===== src/rtl/mem_bus_arbiter.sv =====
// -----------------------------------------------------------------------------
// mem_bus_arbiter
//
// Round-robin arbiter for the shared memory-subsystem bus. Four masters
// (dcache, system-controller read master, icache, DMA) request the bus. At
// most one of them holds a registered one-hot grant at any time. A granted
// master signals that it has taken the bus by raising its busy line. It keeps
// the bus for as long as busy stays high.
//
// A watchdog revokes a grant that is not accepted within GNT_TIMEOUT cycles.
// Every change of owner passes through a one-cycle RELEASE state with
// grant = 0, which gives the bus a turnaround cycle.
//
// Parameters:
//   GNT_TIMEOUT  cycles a granted master may take to raise busy (1..2^CNTW-1)
//   CNTW         watchdog counter width
//
// Ports:
//   clk           system clock; all state changes on the rising edge
//   reset         synchronous, active-high
//   req[3:0]      bus request per master: [0] dcache, [1] sys, [2] icache,
//                 [3] dma
//   busy[3:0]     master i drives the bus while busy[i] = 1
//   grant[3:0]    registered one-hot grant; all zero when there is no owner
//   owner[1:0]    registered index of the current or last granted master
//   bus_busy      combinational OR of busy[3:0]
//   bus_idle      registered; 1 only while the arbiter is in IDLE
//   timeout       registered one-cycle pulse when the watchdog revokes a grant
//   protocol_err  registered one-cycle pulse after a cycle in which a master
//                 without the grant drove busy
// -----------------------------------------------------------------------------
module mem_bus_arbiter #(
    parameter int GNT_TIMEOUT = 16,
    parameter int CNTW        = 5
) (
    input  logic       clk,
    input  logic       reset,
    input  logic [3:0] req,
    input  logic [3:0] busy,
    output logic [3:0] grant,
    output logic [1:0] owner,
    output logic       bus_busy,
    output logic       bus_idle,
    output logic       timeout,
    output logic       protocol_err
);

    typedef enum logic [1:0] {
        IDLE    = 2'd0,
        GRANT   = 2'd1,
        OWNED   = 2'd2,
        RELEASE = 2'd3
    } state_t;

    // Count value reached on the last cycle a grant may remain unaccepted.
    localparam logic [CNTW-1:0] CNT_LAST = CNTW'(GNT_TIMEOUT - 1);

    state_t          state_q, state_d;
    logic [3:0]      grant_q, grant_d;
    logic [1:0]      owner_q, owner_d;
    logic [1:0]      last_q, last_d;
    logic [CNTW-1:0] cnt_q, cnt_d;
    logic            bus_idle_q, bus_idle_d;
    logic            timeout_q, timeout_d;
    logic            perr_q, perr_d;

    logic [1:0]      rr_ptr;
    logic [1:0]      win;

    // Scans ptr+1, ptr+2, ptr+3 and then ptr itself (modulo 4). It returns
    // the first index whose request bit is set. The master at ptr therefore
    // has the lowest priority. When no bit is set the result is not used.
    function automatic logic [1:0] pick_winner(input logic [3:0] r,
                                               input logic [1:0] ptr);
        logic [1:0] idx;
        logic       found;
        logic [1:0] sel;
        sel   = ptr;
        found = 1'b0;
        for (int k = 1; k <= 4; k++) begin
            idx = ptr + 2'(k);
            if (!found && r[idx]) begin
                sel   = idx;
                found = 1'b1;
            end
        end
        return sel;
    endfunction

    function automatic logic [3:0] onehot(input logic [1:0] idx);
        return 4'b0001 << idx;
    endfunction

    // In RELEASE the pointer update and the next grant happen on the same
    // edge. The winner is therefore taken from the master that is leaving,
    // which is the value last is about to receive.
    always_comb begin
        rr_ptr = (state_q == RELEASE) ? owner_q : last_q;
        win    = pick_winner(req, rr_ptr);
    end

    always_comb begin
        state_d   = state_q;
        grant_d   = grant_q;
        owner_d   = owner_q;
        last_d    = last_q;
        cnt_d     = cnt_q;
        timeout_d = 1'b0;
        // A busy line from a master that does not hold the grant is only
        // reported. It has no effect on arbitration.
        perr_d    = |(busy & ~grant_q);

        case (state_q)
            IDLE: begin
                if (|req) begin
                    state_d = GRANT;
                    grant_d = onehot(win);
                    owner_d = win;
                    cnt_d   = '0;
                end
            end

            GRANT: begin
                // Priority: acceptance, then abandonment, then watchdog expiry.
                // If busy rises on the expiry cycle, the grant counts as
                // accepted.
                if (busy[owner_q]) begin
                    state_d = OWNED;
                end else if (!req[owner_q]) begin
                    state_d = RELEASE;
                    grant_d = '0;
                end else if (cnt_q == CNT_LAST) begin
                    state_d   = RELEASE;
                    grant_d   = '0;
                    timeout_d = 1'b1;
                end else begin
                    cnt_d = cnt_q + CNTW'(1);
                end
            end

            OWNED: begin
                // The owner keeps the bus as long as it wants to. There is no
                // preemption and no hold limit.
                if (!busy[owner_q]) begin
                    state_d = RELEASE;
                    grant_d = '0;
                end
            end

            RELEASE: begin
                last_d = owner_q;
                if (|req) begin
                    state_d = GRANT;
                    grant_d = onehot(win);
                    owner_d = win;
                    cnt_d   = '0;
                end else begin
                    state_d = IDLE;
                    grant_d = '0;
                end
            end

            default: begin
                state_d = IDLE;
                grant_d = '0;
            end
        endcase

        bus_idle_d = (state_d == IDLE);
    end

    // Reset clears every register, including owner and grant. This makes a
    // master that is mid-transfer lose the bus on the next cycle.
    always_ff @(posedge clk) begin
        if (reset) begin
            state_q    <= IDLE;
            grant_q    <= '0;
            owner_q    <= 2'd0;
            last_q     <= 2'd3;
            cnt_q      <= '0;
            bus_idle_q <= 1'b1;
            timeout_q  <= 1'b0;
            perr_q     <= 1'b0;
        end else begin
            state_q    <= state_d;
            grant_q    <= grant_d;
            owner_q    <= owner_d;
            last_q     <= last_d;
            cnt_q      <= cnt_d;
            bus_idle_q <= bus_idle_d;
            timeout_q  <= timeout_d;
            perr_q     <= perr_d;
        end
    end

    assign grant        = grant_q;
    assign owner        = owner_q;
    assign bus_idle     = bus_idle_q;
    assign timeout      = timeout_q;
    assign protocol_err = perr_q;
    assign bus_busy     = |busy;

    // Safety properties of the grant output.
    a_grant_onehot0 : assert property (@(posedge clk) $onehot0(grant_q));
    a_cnt_bounded   : assert property (@(posedge clk) cnt_q <= CNT_LAST);
    a_no_back2back  : assert property (@(posedge clk)
        ((grant_q != 4'b0) && ($past(grant_q) != 4'b0)) |-> (grant_q == $past(grant_q)));

endmodule


===== config.mk =====
export PLATFORM = sky130hd
export DESIGN_NAME = mem_bus_arbiter
export DESIGN_NICKNAME = d
export VERILOG_FILES = /design/src/rtl/mem_bus_arbiter.sv
export SDC_FILE = /design/constraint.sdc
export NUM_CORES = 1
export LEC_CHECK = 0
export ABC_AREA = 1
export CORE_UTILIZATION = 53
export DETAILED_ROUTE_END_ITERATION = 8
export PLACE_DENSITY = 0.78
export SLEW_MARGIN = 15
export SYNTH_ARGS = -nofsm -noshare
export SYNTH_HDL_FRONTEND = slang
export SYNTH_SLANG_ARGS = --single-unit

===== constraint.sdc =====
create_clock -name clk -period 2.4 [get_ports clk]
set_clock_uncertainty 0.1 [all_clocks]
set_input_delay 0.72 -clock clk [delete_from_list [all_inputs] [get_ports clk]]
set_output_delay 0.72 -clock clk [all_outputs]
set_load 0.005 [all_outputs]

==> reports/qor.yml, run 1 <==
grt_pass1_vias: 1452
n_antenna_cell: 0
htreeDepth: 1
syn_inst: 201
grt.overflow.total: 0
cts-root-buf: "clkbuf_4"
die_h_um: 52.5
drv_slew: 0
mostFrequentLayoutCells: "nand2_1, buf_4, inv_1, dfxtp_1, nand3_1"
grt_pass1_wl_um: 5830
synth_seq_area_share_pct: 26.7
vias: 1471
syn_to_final_growth_pct: 33.2
dp_hpwl_um: 2550
clk_pin_slew_ps: 110
core_area_mm2: 0.00230
ant_nets: 0
start_util_pct: 58.8
final_common_cell: "nand2_1"
drv_cap: 0
min_path_type: "flip-flop to flip-flop"
dp_slack_ps: -290
clockBufferDepth: 2
crit-reg2reg-launch: "state_q[1]$_SDFF_PP0_"
avgRoutedWirePerCell_um: 12.5
syn_area_mm2: 0.00135
route.detailed.drc: 0
viasPerCell: 5.31
synthXorXnorAreaFrac_pct: 0
relSlewSlack_pct: 77.5
ir_worst_vdd_v: 0.000507
hold_viol_final: 0
finalCritPeriodShare_pct: 95.7
cp_max_fo: 2
num_rows: 17
cts_buffers: 3
grt_max_degree: 11
final_nets: 267
crit_required_ps: 1580
final_cells: 277
synthSimpleGateAreaFrac_pct: 45.5
worst_slew_pin_slew_ps: 334
die_area_mm2: 0.00275
port_buffers: 19
status: "completed"
period_minus_slack_ps: 2300
hold_depth: 2
yosys_warnings: 0
drive_gt1_share_pct: 28.1
powerDensity_mw_per_mm2: 674
syn_nets: 218
synth_cell_types: 26
finalSetupViolCount: 0
placedCellCount: 263
holdWs_ps: 404
fin_ws_ps: 102
final_util_pct: 78.3
cts_hold_buf: 0
dr.pass1.iters: 5
worst-setup-path-type: "input pin to output port"
routed_wl_um: 3480
end_kind: "output port"
clkSinkCount: 18
num_io_pins: 20
antenna_found_initial: 0
regToRegSetupSlack_ps: 200
drt_iter0_markers: 46
fillers: 193
cts_tree: "built"
track_usage_pct: 28.7
critPathLaunchType: "input pin"
ff2ff_path_depth: 14
crit_arrival_ps: 1480
leakage_nw: 0.868
synthMuxAreaShare_pct: 0
min-delay-start: "grant[0]$_SDFFE_PP0P_"
gp_congestion: 0.892
rr_endpoint: "owner[1]$_SDFFE_PP0P_"
synth_top_family_by_area: "simple AND/OR/NAND/NOR gates"
synth_fa_ha_area_share_pct: 6.49
dieWidth_um: 52.5
ys_ff_latch: 18
clock.fmax_mhz: 435
rsz0062_at_grt: "no"
synth_compound_area_share_pct: 13.0
clock_latency_ps: 310
holdPathEnd: "grant[0]$_SDFFE_PP0P_"
syn_avg_cell_area_um2: 6.72
-- power breakdown --
| group | internal, W | switching (W) | total, W |
|---|---|---|---|
| clock | 0.0000927 | 0.000104 | 0.000196 |
| combinational | 0.000271 | 0.000349 | 0.000620 |
| sequential | 0.000347 | 0.0000485 | 0.000395 |
| total | 0.000710 | 0.000501 | 0.00121 |
-- per-layer routing --
layer / wire, um / vias to the layer above / track usage (%)
met3: 181 / 9 / 4.93
met1: 1480 / 664 / 31.5
met4: 65 / 0 / 13.2
met5: 0 / - / 0
li1: - / 745 / -
met2: 1740 / 53 / 52.7
-- stage by stage --
step / area [um^2] / power (W) / TNS, ps
after CTS: 1800 / 0.00120 / 0
after detailed placement: 1690 / 0.000996 / -1300
after global placement: 1690 / 0.000974 / -627
final: 1800 / 0.00121 / 0
after floorplan: 1350 / 0.000777 / 0
after global routing: 1800 / 0.00129 / 0
-- layout make-up --
type / count / area, um^2 / area share [%]
clock buffers: 4 / 36.3 / 2.02
flip-flops and latches: 18 / 360 / 20.0
repair buffers: 45 / 378 / 21.0
inverters: 29 / 109 / 6.05
well taps: 28 / 35.0 / 1.95
multi-input cells: 153 / 880 / 48.9
-- critical path, stage by stage --
cell and delay (ps):
clkdlybuf4s50_1 480, inv_1 70, nand4_1 100, clkbuf_2 110
-- worst max path at each step --
| stage | from | to | slack (ps) |
|---|---|---|---|
| after floorplan | state_q[0]$_SDFF_PP0_ | owner[1]$_SDFFE_PP0P_ | 550 |
| after global placement | busy[2] | bus_busy | -260 |
| after detailed placement | busy[1] | bus_busy | -290 |
| after CTS | busy[2] | bus_busy | 30 |
| after global routing | req[3] | grant[0]$_SDFFE_PP0P_ | 10 |
| final | busy[2] | bus_busy | 100 |
-- logic make-up (layout without fill, tap and decap cells) --
kind of cell | after synthesis | count (layout)
AOI/OAI and AO/OA | 26 | 26
adders and majority gates | 7 | 7
buffers and inverters | 30 | 78
DFF | 18 | 18
and+or+nand+nor | 120 | 120
-- sequential cells by signal, summed over array words and instances, names as in the netlist --
name          cells
bus_idle          1
cnt_q             5
last_q            2
grant             4
owner             2
protocol_err      1
state_q           2
timeout           1
-- synthesized netlist by cell type --
library cell	count	share of area, %
nand2_4	7	5.8
nand3_2	1	0.74
clkbuf_1	1	0.28
nand2_2	15	7.0
inv_1	25	7.0
a21oi_4	1	1.2
o22ai_1	2	0.93
nor3b_1	1	0.56
nand3_1	17	6.3
a41oi_1	1	0.65
inv_2	4	1.1
a21oi_2	5	3.2
o21ai_0	8	3.0
nand2_1	59	16
nor3b_2	1	0.93
nor3_1	2	0.74
nand4_1	4	1.9
dfxtp_1	18	27
nand3_4	1	1.3
o21ai_2	1	0.65
nor2_2	2	0.93
a21oi_1	6	2.2
nor2_1	9	2.5
ha_1	7	6.5
or2_0	1	0.46
o31ai_1	2	1.1
-- timing repair --
item,4_1_cts,5_1_grt
endpoints found under the setup margin,1,2
resized for setup,4,2
setup buffers,10,0
No activity file was read; power rests on OpenSTA's default activity.
==> inputs of run 2 (changes only) <==
--- a/config.mk
+++ b/config.mk
@@ -7,6 +7,7 @@
 export LEC_CHECK = 0
 export ABC_AREA = 1
 export CORE_UTILIZATION = 53
+export CTS_CLUSTER_SIZE = 8
 export DETAILED_ROUTE_END_ITERATION = 8
 export PLACE_DENSITY = 0.78
 export SLEW_MARGIN = 15
==> results of run 2 <==
Same layout as run 1: the final DEF is identical, and so are final timing and power.
==> RTL edit 1: new RTL, config.mk and constraints of run 1 <==
Set the parameter `CNTW` to 10 (it was 5).
--- a/src/rtl/mem_bus_arbiter.sv
+++ b/src/rtl/mem_bus_arbiter.sv
@@ -33,3 +33,3 @@
     parameter int GNT_TIMEOUT = 16,
-    parameter int CNTW        = 5
+    parameter int CNTW        = 10
 ) (
Function: no difference found for any inputs over 10 cycles, from zero or initial values and one cycle with reset high; that may be too few to reach the edited logic, so the function may still have changed.
==> RTL edit 1 against run 1 <==
  * Combinational power rose by 25%
  * Wire length rose by 2.4%
  * Power rose by 19%
  * Worst setup slack got worse by 50 ps
  * Count of clock-buffer cells in the layout did not move
  * Sequential cell count rose by 5
  * Design area rose by 9.9%
  * Global-route usage fell by 3.8 points
  * Final cell count rose by 17%
  * Maximum frequency fell by 2.1%
  * First-iteration DRC count rose by 83%
  * Synthesized area rose by 17%
  * Utilization fell by 7.2 points
  * Critical path type unchanged
==> RTL edit 1: results (changes against run 1) <==
Run status
  – Status: complete, no violations

Final layout
  – Multi-input gate count: 195 (+27%)
  – Final Instance Area: 1980 um2 (+9.9%)
  – Fraction of area in multi-input gates: 0.497 (+0.00730)
  – Filler instances: 234 (+21%)
  – Share of cells above drive strength 1: 0.150 (-0.131)
  – Number of non-clock inverters in the layout: 33 (+14%)
  – Sequential cell area share: 0.233 (+0.0326)
  – Seq_cells: 23 (+5)
  – Clock buf/inv share: 0.0133 (-0.00688)
  – Max reg flops: 10 (+5)
  – Post-layout nets: 310 (+16%)
  – # clk buffers: 4 (unchanged)

Drt
  – Met3 WL: 100 um (-45%)
  – Metal2 WL: 1700 um (-2.8%)
  – DR vias/cell: 5.23 (-1.6%)
  – M1 WL: 1730 um (+17%)
  – First DRT Iteration DRCs: 84 (+83%)
  – Total wire length: 3560 um (+2.4%)
  – Routed WL per cell: 11.0 um (-13%)
  – DR pass1 iterations: 4 (-1)

Die
  – N_taps: 31 (+11%)

Placed design
  – Place WS: -260 ps (+29.3 ps)
  – Placed cell area: 1940 um2 (+15%)
  – Placed cells: 321 (+22%)
  – Routability Congestion: 0.858 (-3.8%)

Setup path
  – Critical path arrival: 1530 ps (+50 ps)

Power
  – Combinational power: 0.773 mW (+25%)
  – Clk pwr share: 0.118 (-0.044)
  – Max VDD drop: 564 uV (+11%)
  – Power Internal: 0.834 mW (+17%)

Synthesis
  – Seq/Total Area, Yosys: 0.293 (+0.0256)
  – XOR/XNOR share of the synthesized area: 0.0223 (+0.0223)
  – Yosys cell types: 29 (+12%)
  – Adder-cell share of the synthesized area: 0.0397 (-0.0251)
  – Syn nets: 268 (+23%)
  – Complex-gate fraction of the synthesized area: 0.117 (-0.0129)
  – Synth area leaders: dfxtp_1 (29%), nand2_1 (19%), inv_1 (7.2%)
  – Avg Cell Area, Syn: 6.22 um2 (-7.4%)
  – Synth top cells by count: nand2_1 (80), inv_1 (30), dfxtp_1 (23)

Global routing
  – Total global-route track usage: 0.250 (-0.0376)
  – Met1 Use GR: 0.329 (+0.0135)
  – First-pass GRT wire length: 6450 um (+11%)
  – Met3 Usage GRT: 0.0300 (-0.0193)
  – Vias in the first global route: 1511 (+4.1%)
  – Largest net degree at the start of global routing: 14 (+3)

Timing
  – Rel. slew slack: 0.740 (-0.0347)

Clocking
  – Clk buf depth: 2 (unchanged)
[RTL edit 1: cell types whose count changed in the layout (fill, tap and decap cells not counted), sizes merged, moves of 3 or more]
cell   before  now
a21oi      12   19
dfxtp      18   23
inv        29   33
nor3        2    7
nor4        0    4
nand4       4    7
nand2      81   92
nor2       11   22
xor2        0    3
buf        26   20
[RTL edit 1: what timing repair did]
action | CTS | global route
gates resized for setup | 1 | 5
setup endpoints to repair | 1 | 1
pin swaps | 0 | 0
buffers inserted | 0 | 0
[RTL edit 1: final timing paths]
path	from	slack [ps]	cells after the start	to
setup / recovery	busy[1]	50	4	bus_busy
hold / removal	grant[1]	400	2	grant[1]
setup reg to reg	state_q[0]	200	13	grant[3]
hold reg to reg	grant[1]	400	2	grant[1]
[RTL edit 1: cells by family after synthesis]
| group | after synthesis |
|---|---|
| xor+xnor | 4 |
| flops | 23 |
| buf+inv | 35 |
| simple gates | 152 |
| compound gates | 34 |
| fa+ha+maj | 5 |
==> RTL edit 2: new RTL, flow settings as in run 1 <==
Made on the original files. Reset style: asynchronous (`reset`), changed in one clocked block.
--- a/src/rtl/mem_bus_arbiter.sv
+++ b/src/rtl/mem_bus_arbiter.sv
@@ -173,3 +173,3 @@
     // master that is mid-transfer lose the bus on the next cycle.
-    always_ff @(posedge clk) begin
+    always_ff @(posedge clk or posedge reset) begin
         if (reset) begin
Function: differs if reset is asserted again (counterexample within 4 cycles, from zero or initial values and one cycle with reset high); with reset held inactive, the same outputs for 10 cycles.
==> RTL edit 2 against run 1 <==
  * Via count is 7.6% lower
  * Synthesized cell count is 3.5% lower
  * Wire length is 11% lower
  * Highest routed layer unchanged
  * Synthesized area is 2.6% lower
  * Sequential cell count stayed put
  * Worst setup slack worse by 25 ps
  * Design area is 8.2% lower
Power is not compared: it rests on default switching activity, and its combinational part moved more than twofold at a synthesized area within 25%.
==> RTL edit 2: results (changes against run 1) <==
Drt
  – Metal2 WL: 1640 um (-6.2%)
  – M1 WL: 1340 um (-9.7%)
  – DR vias/cell: 5.33 (+0.36%)
  – Met3 WL: 89 um (-51%)
  – DR pass1 iterations: 4 (-1)

Global routing
  – Met3 Usage GRT: 0.0351 (-0.0142)
  – Met2 usage: 0.489 (-0.0382)
  – Largest net degree at the start of global routing: 19 (+8)
  – First-pass GRT wire length: 5090 um (-13%)
  – Vias in the first global route: 1272 (-12%)
  – Met1 Use GR: 0.287 (-0.0286)
  – Total global-route track usage: 0.255 (-0.0324)

Synthesis
  – Yosys cell types: 21 (-19%)
  – Ys async rst share: 1.00 (+1.00)
  – Synth top cells by count: nand2_1 (63), inv_1 (26), nand2_2 (16)
  – Seq/Total Area, Yosys: 0.345 (+0.0785)
  – Syn nets: 211 (-3.2%)
  – Synth area leaders: dfrtp_1 (29%), nand2_1 (18%), nand2_2 (7.6%)
  – Main flop type after synthesis: dfrtp_1

Final layout
  – Multi-input logic area: 752 um2 (-15%)
  – Clock buf/inv share: 0.0220 (+0.00181)
  – Filler instances: 190 (-1.6%)
  – Bufs w/o clock: 29 (-36%)
  – Seq_cells: 18 (unchanged)
  – Share of cells above drive strength 1: 0.189 (-0.0917)
  – Multi-input gate count: 146 (-4.6%)
  – Final std cells w/o fill: 255 (-7.9%)
  – Number of non-clock inverters in the layout: 30 (+3.4%)

Setup path
  – Critical path arrival: 1500 ps (+20 ps)
  – Crit-path max cell delay: 510 ps (+30 ps)

Clocking
  – # Post-CTS Setup Buffers: 1 (-9)
  – Post-CTS sizing: 2 (-2)

Run status
  – Status: complete, no violations

Placed design
  – Routability Congestion: 0.878 (-1.5%)
  – Dpl hpwl: 2490 um (-2.3%)
  – Place WS: -302 ps (-12.3 ps)

Timing
  – Worst-Margin Slew: 293 ps (-41.3 ps)
## RTL edit 2: path summary, 6_finish.rpt
kind / startpoint / slack, ps / cells after the start / endpoint
setup / recovery: busy[3] / 80 / 4 / bus_busy
hold / removal: cnt_q[4] / 400 / 2 / cnt_q[4]
setup reg to reg: state_q[0] / 310 / 15 / owner[1]
hold reg to reg: cnt_q[4] / 400 / 2 / cnt_q[4]
max in group asynchronous: reset / 1310 / 3 / last_q[0]
min in group asynchronous: reset / 620 / 3 / cnt_q[3]
## RTL edit 2: where the power goes
| group | leakage [nW] | switching, mW | internal [mW] |
|---|---|---|---|
| clock network | 0.0210 | 0.0994 | 0.0924 |
| registers | 0.223 | 0.0977 | 0.425 |
| logic | 0.610 | 0.989 | 0.559 |
## RTL edit 2: cell families after synthesis
group           count (synthesis)  share of synthesized area
fa+ha+maj                       7                     0.0666
simple gates                  114                      0.399
compound gates                 25                      0.104
flops                          18                      0.345
buf+inv                        30                     0.0856
